<file path="src/rtl/vedic8_multiplier.sv">
// Two-stage unsigned 8x8 -> 16 multiplier built on the Urdhva-Tiryagbhyam
// scheme. Ports: clk, rst_n, in_valid, a, b -> c (product), out_valid.
module vedic8_multiplier (
  input  logic        clk,
  input  logic        rst_n,
  input  logic        in_valid,
  input  logic [7:0]  a,
  input  logic [7:0]  b,
  output logic [15:0] c,
  output logic        out_valid
);

  function automatic logic [1:0] fa(
    input logic x,
    input logic y,
    input logic ci
  );
    fa = {(x & y) | (x & ci) | (y & ci), x ^ y ^ ci};
  endfunction

  function automatic logic [7:0] add8(
    input logic [7:0] x,
    input logic [7:0] y
  );
    logic       cy;
    logic [1:0] r;
    add8 = '0;
    cy   = 1'b0;
    for (int i = 0; i < 8; i++) begin
      r       = fa(x[i], y[i], cy);
      add8[i] = r[0];
      cy      = r[1];
    end
  endfunction

  function automatic logic [11:0] add12(
    input logic [11:0] x,
    input logic [11:0] y
  );
    logic       cy;
    logic [1:0] r;
    add12 = '0;
    cy    = 1'b0;
    for (int i = 0; i < 12; i++) begin
      r        = fa(x[i], y[i], cy);
      add12[i] = r[0];
      cy       = r[1];
    end
  endfunction

  // 2x2 cell: the cross terms can both be 1, producing a carry k
  // into the weight-2 column.
  function automatic logic [3:0] mul2(
    input logic [1:0] x,
    input logic [1:0] y
  );
    logic t0, t1, k, hh;
    t0   = x[1] & y[0];
    t1   = x[0] & y[1];
    k    = t0 & t1;
    hh   = x[1] & y[1];
    mul2 = {hh & k, hh ^ k, t0 ^ t1, x[0] & y[0]};
  endfunction

  function automatic logic [7:0] mul4(
    input logic [3:0] x,
    input logic [3:0] y
  );
    logic [3:0] lo, m1, m2, hi;
    logic [7:0] s1, s2;
    lo   = mul2(x[1:0], y[1:0]);
    m1   = mul2(x[3:2], y[1:0]);
    m2   = mul2(x[1:0], y[3:2]);
    hi   = mul2(x[3:2], y[3:2]);
    s1   = add8({4'b0, lo}, {2'b0, m1, 2'b0});
    s2   = add8(s1, {2'b0, m2, 2'b0});
    mul4 = add8(s2, {hi, 4'b0});
  endfunction

  logic [7:0]  a_q, b_q;
  logic        v1_q;
  logic [15:0] c_q, c_d;
  logic        ov_q;

  logic [7:0]  q0, q1, q2, q3;
  logic [7:0]  t1;
  logic [11:0] t2, t3;

  always_comb begin
    q0  = mul4(a_q[3:0], b_q[3:0]);
    q1  = mul4(a_q[7:4], b_q[3:0]);
    q2  = mul4(a_q[3:0], b_q[7:4]);
    q3  = mul4(a_q[7:4], b_q[7:4]);
    t1  = add8({4'b0, q0[7:4]}, q1);
    t2  = add12({4'b0, q2}, {q3, 4'b0});
    t3  = add12({4'b0, t1}, t2);
    c_d = {t3, q0[3:0]};
  end

  always_ff @(posedge clk or negedge rst_n) begin
    if (!rst_n) begin
      a_q  <= '0;
      b_q  <= '0;
      v1_q <= 1'b0;
      c_q  <= '0;
      ov_q <= 1'b0;
    end else begin
      a_q  <= a;
      b_q  <= b;
      v1_q <= in_valid;
      c_q  <= c_d;
      ov_q <= v1_q;
    end
  end

  assign c         = c_q;
  assign out_valid = ov_q;

endmodule

</file>
<file path="config.mk">
export PLATFORM = sky130hd
export DESIGN_NAME = vedic8_multiplier
export DESIGN_NICKNAME = d
export VERILOG_FILES = /design/src/rtl/vedic8_multiplier.sv
export SDC_FILE = /design/constraint.sdc
export NUM_CORES = 1
export LEC_CHECK = 0
export BUFFER_PORTS_ARGS = -buffer_cell sky130_fd_sc_hd__buf_4
export CAP_MARGIN = 40
export CORE_MARGIN = 2
export CORE_UTILIZATION = 42
export DETAILED_ROUTE_END_ITERATION = 6
export SKIP_CTS_REPAIR_TIMING = 1
export SYNTH_ARGS = -nofsm -noshare
export SYNTH_HDL_FRONTEND = slang
export SYNTH_SLANG_ARGS = --single-unit
</file>
<file path="constraint.sdc">
create_clock -name clk -period 12.7 [get_ports clk]
set_input_delay 3.81 -clock clk [delete_from_list [all_inputs] [get_ports clk]]
set_output_delay 3.81 -clock clk [all_outputs]
set_load 0.02 [all_outputs]
</file>
# --- Word-level counts from Yosys, hierarchy flattened ---
# Index checks and enable logic that the tools add are counted.
# W data, S select, Z words.
totals:
  word_cells: 475
  register_bits: 34
classes:
  n_bitwise: 470
ops:
  columns: ["operator", "count"]
  rows:
  - ["$and A1 B1 Y1", 243]
  - ["$xor A1 B1 Y1", 153]
  - ["$or A1 B1 Y1", 74]

# --- Logic depth before layout (Yosys ltp) ---
# Gate-level depths: netlist of run 1.
depth:
  word_depth: 41
  mapped_depth: 30

# --- Least setup slack after synthesis of run 1 ---
# OpenSTA, ideal clock, no wires.
synth_path:
  kind: "reg-to-reg"
  startpoint: "register b_q[1]"
  endpoint: "register c_q[15] (netlist: c[15])"
  setup_slack_ns: 5.447
  period_less_slack_ns: 7.253
  t_arrival_ns: 7.128
  path_stages_with_launch: 31
  t_required_ns: 12.575
  path_cell_list: "dfrtp_1 and2_1 ha_1 ha_1 ha_1 inv_1 fa_1 inv_1 fa_1 inv_1 fa_1 inv_1 fa_1 inv_1 fa_1 fa_1 inv_1 fa_1 inv_1 fa_1 fa_1 fa_1 fa_1 inv_1 fa_1 fa_1 ha_1 ha_1 ha_1 xor2_1 xnor2_1"
synth_via:
  elab_chain_len: 41
synth_rtl:
  columns: ["element", "line_no", "source"]
  rows:
  - ["from (decl)", "80", "logic [7:0] a_q, b_q;"]
  - ["from (signal assigned)", "103", "b_q <= '0;"]
  - ["from (signal assigned)", "109", "b_q <= b;"]
  - ["$and A1 B1 Y1", "59", "t1 = x[0] & y[1];"]
  - ["$and A1 B1 Y1", "60", "k = t0 & t1;"]
  - ["$xor A1 B1 Y1 or $and A1 B1 Y1 (tied branches)", "62", "mul2 = {hh & k, hh ^ k, t0 ^ t1, x[0] & y[0]};"]
  - ["$and A1 B1 Y1 or $xor A1 B1 Y1 (tied branches) (2 in series)", "18", "fa = {(x & y) | (x & ci) | (y & ci), x ^ y ^ ci};"]
  - ["$or A1 B1 Y1 or $and A1 B1 Y1 (tied branches)", "18", null]
  - ["$or A1 B1 Y1", "18", null]
  - ["$xor A1 B1 Y1 or $or A1 B1 Y1 (tied branches)", "18", null]
  - ["$and A1 B1 Y1", "18", null]
  - ["(+22 left out)", null, null]
  - ["$and A1 B1 Y1", "18", null]
  - ["$or A1 B1 Y1 (2 in series)", "18", null]
  - ["$and A1 B1 Y1", "18", null]
  - ["$or A1 B1 Y1", "18", null]
  - ["$or A1 B1 Y1 (*)", "18", null]
  - ["$and A1 B1 Y1 (*) (3 in series)", "18", null]
  - ["$xor A1 B1 Y1 (*)", "18", null]
  - ["net c_d[15]", "82", "logic [15:0] c_q, c_d;"]
  - ["to (signal assigned)", "105", "c_q <= '0;"]
  - ["to (signal assigned)", "111", "c_q <= c_d;"]
  - ["to (decl)", "82", null]
# The timed path passes the listed nets; every way through them passes the cells marked *.

# --- Final worst setup path of run 1 ---
# Same ends and word-level chain as after synthesis.

==> impl_metrics.yaml, run 1 <==
outcome:
  status: "finished, final reports clean"
global_route:
  grt_max_degree: 35
  grtUsageMet3_pct: 3.062
  grt_pass1_wl_mm: 9.563
  grt_use_met1_pct: 18.27
  gr-usage-met2_pct: 25.30
  grt-busiest-layer: "met2"
  overflow: 0
  grt_pass1_vias: 2128
  gr-usage-all-layers_pct: 14.36
  grt_antenna_before_repair: 0
drt:
  ant_nets: 0
  firstDrtPassIters: 4
  vias_per_cell: 4.475
  routed_wirelength_mm: 5.520
  drt_iter0_drc: 25
  num_vias: 1996
  wire_per_inst_microns: 12.38
  drc: 0
clocking:
  tritoncts: "yes"
  htreeDepth: 2
  clk-insertion-delay-late_ps: 280
  cts_made_buffers: 5
  cts.sinks: 34
  cts_buffer_depth: 2
  root_buffer: "clkbuf_8"
  clk_pin_slew_worst_paths_ps: 70
die:
  die_h_microns: 93.12
  core-area_sq_um: 7727
  die_w_microns: 93.12
  initial_core_util_pct: 43.17
  fp.dieArea_sq_um: 8671
  core.rowCount: 32
  io_pins: 36
placed_design:
  place_congestion: 0.7876
  dp_slack_ps: 5049
  dpl-instance-area_sq_um: 3726
  post-place-cells: 439
  port_buffers: 35
  hpwlAfterDp_mm: 4.598
timing:
  drv_slew: 0
  max_freq_mhz: 131.6
  finClkSkew_ps: 10.72
  fin_setup_tns_ps: 0
  max_slew_margin_pct: 71.43
  final_hold_viol_count: 0
  rsz0062_at_grt: "no"
  period_share_pct: 59.84
  fin_ws_ps: 5100
  max_slew.worst_pin.slew_ps: 428.6
  finalCriticalPeriod_ps: 7600
  setup_viol: 0
pwr:
  pwr_density_cell_nw_per_um2: 120.4
  peakVddDrop_uv: 57.20
  p_leak_uw: 0.002170
worst_setup_path:
  crit_type: "register to register"
  crit_buf_inv: 8
  critPathRequiredTime_ps: 12900
  path_max_fanout: 8
  rr_worst_depth: 30
  arrival_ps: 7800
  start_kind: "register"
  end_kind: "register"
  cp_slowest_stage_delay_ps: 550
  critPathTopFamily: "adder cells"
  path_depth: 30
  slowest_stage: "fa_1"
  worst_path_most_repeated_cell: "fa_1"
layout:
  ff_latch_area_sq_um: 850.8
  final_area_sq_um: 3839
  area_delta_synth_final_pct: 15.08
  drive_gt1_share_pct: 12.21
  num-nets-final: 472
  fin_cells: 446
  fill_cells: 720
  multi_input_area_sq_um: 2166
  diodes: 0
synth:
  syn-num-nets: 430
  synth_area_sq_um: 3336
  synth_edf_count: 0
  async_reset_ff_share_pct: 100.0
  syn-instance-count: 302
  synthTopCellsByArea: "dfrtp_1, ha_1, fa_1"
  synth_flop_cell: "dfrtp_1"
  synth_top_area_cell: "dfrtp_1"
  synth_top_area_share_pct: 25.51
  yosysMostFrequentCell: "inv_1"
  seq_area_frac_synth_pct: 25.51
  yosys_warnings: 0
  yosys.cell_types.count: 9
  synth_area_per_cell_sq_um: 11.05
  ys_seq_elements: 34
  ys_top_cells_by_count: "inv_1, ha_1, and2_1"
min_path:
  min_path_type: "register to register"
  whs_path_depth: 0
job:
  drv_cap: 0
[metal layers]
layer / routed length, microns / vias to the layer above
met3: 200 / 2
li1: - / 968
met5: 0 / -
met1: 2539 / 995
met4: 33 / 0
met2: 2748 / 31
[power by group]
group	leakage, uW	total [uW]	internal, uW	switching [uW]
sequential	0.000402	146	134	11.1
combinational	0.00171	217	97.2	120
clock	0.0000573	99.6	62.7	36.9
total	0.00217	462	294	168
[state kept, by name, summed over array words and instances (netlist names)]
register   count
a_q            8
b_q            8
c             16
out_valid      1
v1_q           1
[cells in the final DEF, fill, tap and decap left out]
cell type   n
inv_1      85
ha_1       68
and2_1     61
fa_1       41
buf_4      35
dfrtp_1    34
xnor2_1     7
clkbuf_8    6
nand2_1     3
xor2_1      2
xnor3_1     1
bufinv_16   1
[cell type report]
type,count,share of cell area (%)
clock buffer,6,2.151
sequential,34,22.16
tap,102,3.325
multi-input combinational,183,56.42
timing repair buffer,35,6.845
inverter,85,8.312
clock inverter,1,0.7823
[stage by stage]
stage / hold WS, ps / utilization, % / power, uW
after CTS: 354.1 / 49.68 / 476.1
final: 350.5 / 49.68 / 462.1
after global routing: 367.4 / 49.68 / 506.3
after floorplan: 331.2 / - / 287.2
after detailed placement: 336.2 / 48.22 / 370.3
after global placement: 334.9 / 48.22 / 367.0
[cell families (layout without fill, tap and decap cells)]
group                    Yosys count  after routing  synth area share (%)
adder cells (fa/ha/maj)          109            109                 50.11
buffers and inverters             85            127                 9.565
AND/OR/NAND/NOR                   64             64                 11.78
flip-flops                        34             34                 25.51
XOR/XNOR                          10             10                 3.038
[final timing paths]
path / start / to / slack [ps]
worst max-delay path: b_q[1] / c[15] / 5100
worst min-delay path: v1_q / out_valid / 350
worst max register to register: b_q[1] / c[15] / 5100
worst min register to register: v1_q / out_valid / 350
max in group asynchronous: rst_n / a_q[6] / 8930
min in group asynchronous: rst_n / c[7] / 3470
Power figures use the tool's default switching activity.
==> run 2, diff against run 1 <==
ABC_AREA = 1   (was not set)
clock period = 7.12 ns   (was 12.7 ns; I/O delays follow)
==> impl_metrics.yaml, run 2 <==
outcome:
  status: "finished, final reports clean"
synth:
  ys_seq_elements: 34
  syn-instance-count: 390
  synth_top_area_cell: "dfrtp_1"
  synth_top_area_share_pct: 24.19
  synth_area_per_cell_sq_um: 9.018
  synth_area_sq_um: 3517
  yosys.cell_types.count: 10
  synth_flop_cell: "dfrtp_1"
  yosys_warnings: 0
  synthTopCellsByArea: "dfrtp_1, ha_1, fa_1"
  ys_top_cells_by_count: "inv_1, nand2_1, ha_1"
  async_reset_ff_share_pct: 100.0
  yosysMostFrequentCell: "inv_1"
  syn-num-nets: 518
  synth_edf_count: 0
  seq_area_frac_synth_pct: 24.19
worst_setup_path:
  r2r_slack_ps: 210
  slowest_stage: "fa_2"
  cp_slowest_stage_delay_ps: 550
  cp-endpoint: "c[15]"
  r2r_start: "a_q[1]"
  start_kind: "register"
  rr_worst_depth: 34
  path_max_fanout: 2
  crit_type: "register to register"
  critPathRequiredTime_ps: 7310
  startpoint: "a_q[1]"
  r2r-end: "c[15]"
  end_kind: "register"
  arrival_ps: 7090
clocking:
  tritoncts: "yes"
  root_buffer: "clkbuf_8"
  clk-insertion-delay-late_ps: 290
  cts_buffer_depth: 2
  htreeDepth: 2
  clk_pin_slew_worst_paths_ps: 70
  cts_made_buffers: 5
  cts.sinks: 34
pwr:
  peakVddDrop_uv: 106.8
  pwr_density_cell_nw_per_um2: 216.5
  finalPower_uw: 899.4
  p_leak_uw: 0.002656
die:
  core.rowCount: 33
  io_pins: 36
  core-area_sq_um: 8175
  initial_core_util_pct: 43.02
  fp.dieArea_sq_um: 9122
  die_w_microns: 95.51
  die_h_microns: 95.51
min_path:
  min_path_type: "register to register"
  hp-start: "v1_q"
placed_design:
  port_buffers: 35
  place_congestion: 0.7958
  hpwlAfterDp_mm: 4.762
  dpl-instance-area_sq_um: 3904
drt:
  drt_iter0_drc: 43
  routed_wirelength_mm: 5.643
  wire_per_inst_microns: 10.63
  firstDrtPassIters: 4
  drc: 0
  num_vias: 2224
  vias_per_cell: 4.188
  ant_nets: 0
timing:
  finalCriticalPeriod_ps: 6906
  holdWs_ps: 352.4
  setup_viol: 0
  final_hold_viol_count: 0
  max_freq_mhz: 144.8
  max_slew_margin_pct: 71.81
  period_share_pct: 97.00
  max_slew.worst_pin.slew_ps: 422.9
  rsz0062_at_grt: "yes"
  finClkSkew_ps: 5.579
  drv_slew: 0
global_route:
  grt_antenna_before_repair: 0
  grt_max_degree: 35
  grt_pass1_wl_mm: 9.798
  gr-usage-all-layers_pct: 13.99
  overflow: 0
  grt_pass1_vias: 2300
layout:
  final_area_sq_um: 4154
  layout_common_cells: "inv_1, nand2_1, ha_1, buf_4, dfrtp_1"
  drive_gt1_share_pct: 19.72
  num-nets-final: 553
  diodes: 0
  largest_reg_flops: 16
  area_delta_synth_final_pct: 18.11
  layout.cells.most_common: "inv_1"
  fill_cells: 774
  post-route-util_pct: 50.81
job:
  drv_cap: 0
run 2: cell count changes in the layout (fill, tap and decap cells not counted), sizes merged, moves of 2 or more:
cell	delta
inv	+65
nand2	+68
buf	+9
nand3	+2
and2	-61
run 2: per-layer routing:
| metal | vias up | GRT usage (%) | wire length [microns] |
|---|---|---|---|
| met2 | 32 | 26.06 | 2897 |
| li1 | 1139 | - | - |
| met5 | - | 0 | 0 |
| met1 | 1047 | 16.94 | 2513 |
| met4 | 0 | 2.500 | 49 |
| met3 | 6 | 2.609 | 182 |
run 2: kinds of logic after synthesis:
group         count (synthesis)  share of synthesized area [%]
simple gates                 73                          8.004
xor+xnor                      8                          1.992
fa+ha+maj                   109                          47.53
buf+inv                     166                          18.29
flops                        34                          24.19
run 2: power by group:
group / switching (uW) / internal [uW] / total [uW]
logic: 232 / 194 / 426
registers: 18.2 / 240 / 258
clock network: 74.8 / 140 / 215
run 2: worst min path at each step:
stage | to | slack (ps) | cells past startpoint
global placement | out_valid | 330 | 0
global route | out_valid | 380 | 0
CTS | out_valid | 360 | 0
finish | out_valid | 350 | 0
detailed placement | out_valid | 340 | 0
floorplan | out_valid | 330 | 0
run 2: per-stage QoR:
stage                     worst slack (ps)  instances  TNS (ps)
after CTS                           -174.5        530    -174.5
final                                213.9        531         0
after global routing                -53.94        531    -53.94
after floorplan                     0.9042        390         0
after detailed placement            -167.7        522    -167.7
after global placement              -78.67        522    -78.67
run 2: cell type report:
cell class                      count  area [sq um]  area share [%]
Inverter                          150         563.0           13.55
Clock buffer                        5         68.82           1.657
Multi-Input combinational cell    190          2133           51.36
Clock inverter                      3         68.82           1.657
Timing Repair Buffer               44         337.8           8.133
Tap cell                          105         131.4           3.163
Sequential cell                    34         850.8           20.48
run 2: worst max-delay path: cells and delay by family (launching register included):
family,cells,cell delay (ps)
buffers and inverters,10,470
and+or+nand+nor,5,280
adders and majority gates,19,5630
DFF,1,390
==> run 3, diff against run 2 <==
ABC_AREA = not set   (was 1)
CAP_MARGIN = not set   (was 40)
==> impl_metrics.yaml, run 3 (same netlist as run 1, synthesis figures left out) <==
outcome:
  status: "finished, final reports clean"
layout:
  ff_latch_area_sq_um: 850.8
  num-nets-final: 479
  diodes: 0
  fin_cells: 454
  multi_input_area_sq_um: 2281
  largest_reg_flops: 16
  drive_gt1_share_pct: 22.16
  layout_common_cells: "inv_1, ha_1, and2_1, buf_4, dfrtp_1"
  fill_cells: 718
  post-route-util_pct: 52.22
  area_delta_synth_final_pct: 20.97
  layout.cells.most_common: "inv_1"
drt:
  firstDrtPassIters: 2
  wire_per_inst_microns: 12.99
  routed_wirelength_mm: 5.898
  num_vias: 2022
  drc: 0
  vias_per_cell: 4.454
  ant_nets: 0
  drt_iter0_drc: 38
global_route:
  overflow: 0
  grt_pass1_vias: 2260
  grt_max_degree: 35
  grt_antenna_before_repair: 0
  grt_pass1_wl_mm: 10.38
  gr-usage-all-layers_pct: 15.70
die:
  fp.dieArea_sq_um: 8671
  core.rowCount: 32
  die_w_microns: 93.12
  io_pins: 36
  die_h_microns: 93.12
  initial_core_util_pct: 43.17
  core-area_sq_um: 7727
min_path:
  whs_path_depth: 0
  min_path_type: "register to register"
timing:
  final_hold_viol_count: 0
  fin_setup_tns_ps: 0
  rsz0062_at_grt: "yes"
  finClkSkew_ps: 12.30
  drv_slew: 0
  max_slew_margin_pct: 72.03
  finalCriticalPeriod_ps: 6960
  max_freq_mhz: 143.7
  max_slew.worst_pin.slew_ps: 419.5
  holdWs_ps: 353.1
  setup_viol: 0
  period_share_pct: 97.75
clocking:
  cts_made_buffers: 5
  root_buffer: "clkbuf_8"
  clk_pin_slew_worst_paths_ps: 80
  cts.sinks: 34
  tritoncts: "yes"
  clk-insertion-delay-late_ps: 290
  htreeDepth: 2
  cts_buffer_depth: 2
worst_setup_path:
  arrival_ps: 7170
  worst_path_most_repeated_cell: "fa_2"
  rr_worst_depth: 30
  start_kind: "register"
  path_max_fanout: 2
  critPathTopFamily: "adder cells"
  r2r_slack_ps: 160
  r2r-end: "c[15]"
  critPathRequiredTime_ps: 7330
  startpoint: "a_q[0]"
  slowest_stage: "fa_1"
  cp-endpoint: "c[15]"
  cp_slowest_stage_delay_ps: 520
  crit_buf_inv: 8
  path_depth: 30
  r2r_start: "a_q[0]"
  crit_type: "register to register"
  end_kind: "register"
placed_design:
  post-place-cells: 446
  place_congestion: 0.7630
  hpwlAfterDp_mm: 4.778
  port_buffers: 35
pwr:
  p_leak_uw: 0.002199
  peakVddDrop_uv: 116.0
  pwr_density_cell_nw_per_um2: 225.3
job:
  drv_cap: 0
==> run 3: layer usage <==
layer	global-route usage (%)	part of all wire [%]	vias up
met1	19.33	43	1003
li1	-	-	984
met4	3.309	0.95	0
met2	28.68	53	31
met3	2.901	3.3	4
met5	0	0	-
==> run 3: worst register-to-register path: cells and delay by family, from the launching register on <==
kind / cells / cell delay [ps]
adder cells (fa/ha/maj): 19 / 5630
AND/OR/NAND/NOR: 1 / 170
flip-flops: 1 / 390
XOR/XNOR: 2 / 290
buffers and inverters: 8 / 400
==> run 3: cell type report <==
cell class | instances | share of cell area [%]
flip-flops and latches | 34 | 21.09
clock buffers | 5 | 1.705
multi-input cells | 183 | 56.53
repair buffers | 42 | 7.907
well taps | 102 | 3.163
inverters | 85 | 7.907
clock inverters | 3 | 1.705
==> run 3: per-stage QoR <==
step	setup slack, ps	power, uW	area, sq um
floorplan	1.608	517.1	3346
global placement	-108.5	661.4	3789
detailed placement	-215.6	667.7	3789
CTS	-274.6	893.2	3926
global route	-124.1	997.5	4035
finish	160.2	909.1	4035
==> run 3: worst min path at each step <==
| stage | from | endpoint | slack (ps) |
|---|---|---|---|
| final | v1_q | out_valid | 350 |
| after global routing | v1_q | out_valid | 370 |
| after CTS | v1_q | out_valid | 360 |
| after detailed placement | v1_q | out_valid | 340 |
| after global placement | v1_q | out_valid | 340 |
| after floorplan | v1_q | out_valid | 330 |
==> run 3: power by group <==
part	internal, uW	switching, uW	total [uW]	leakage [uW]
logic	203	234	437	0.00173
registers	240	16.7	256	0.000402
clock network	140	75.2	216	0.0000683
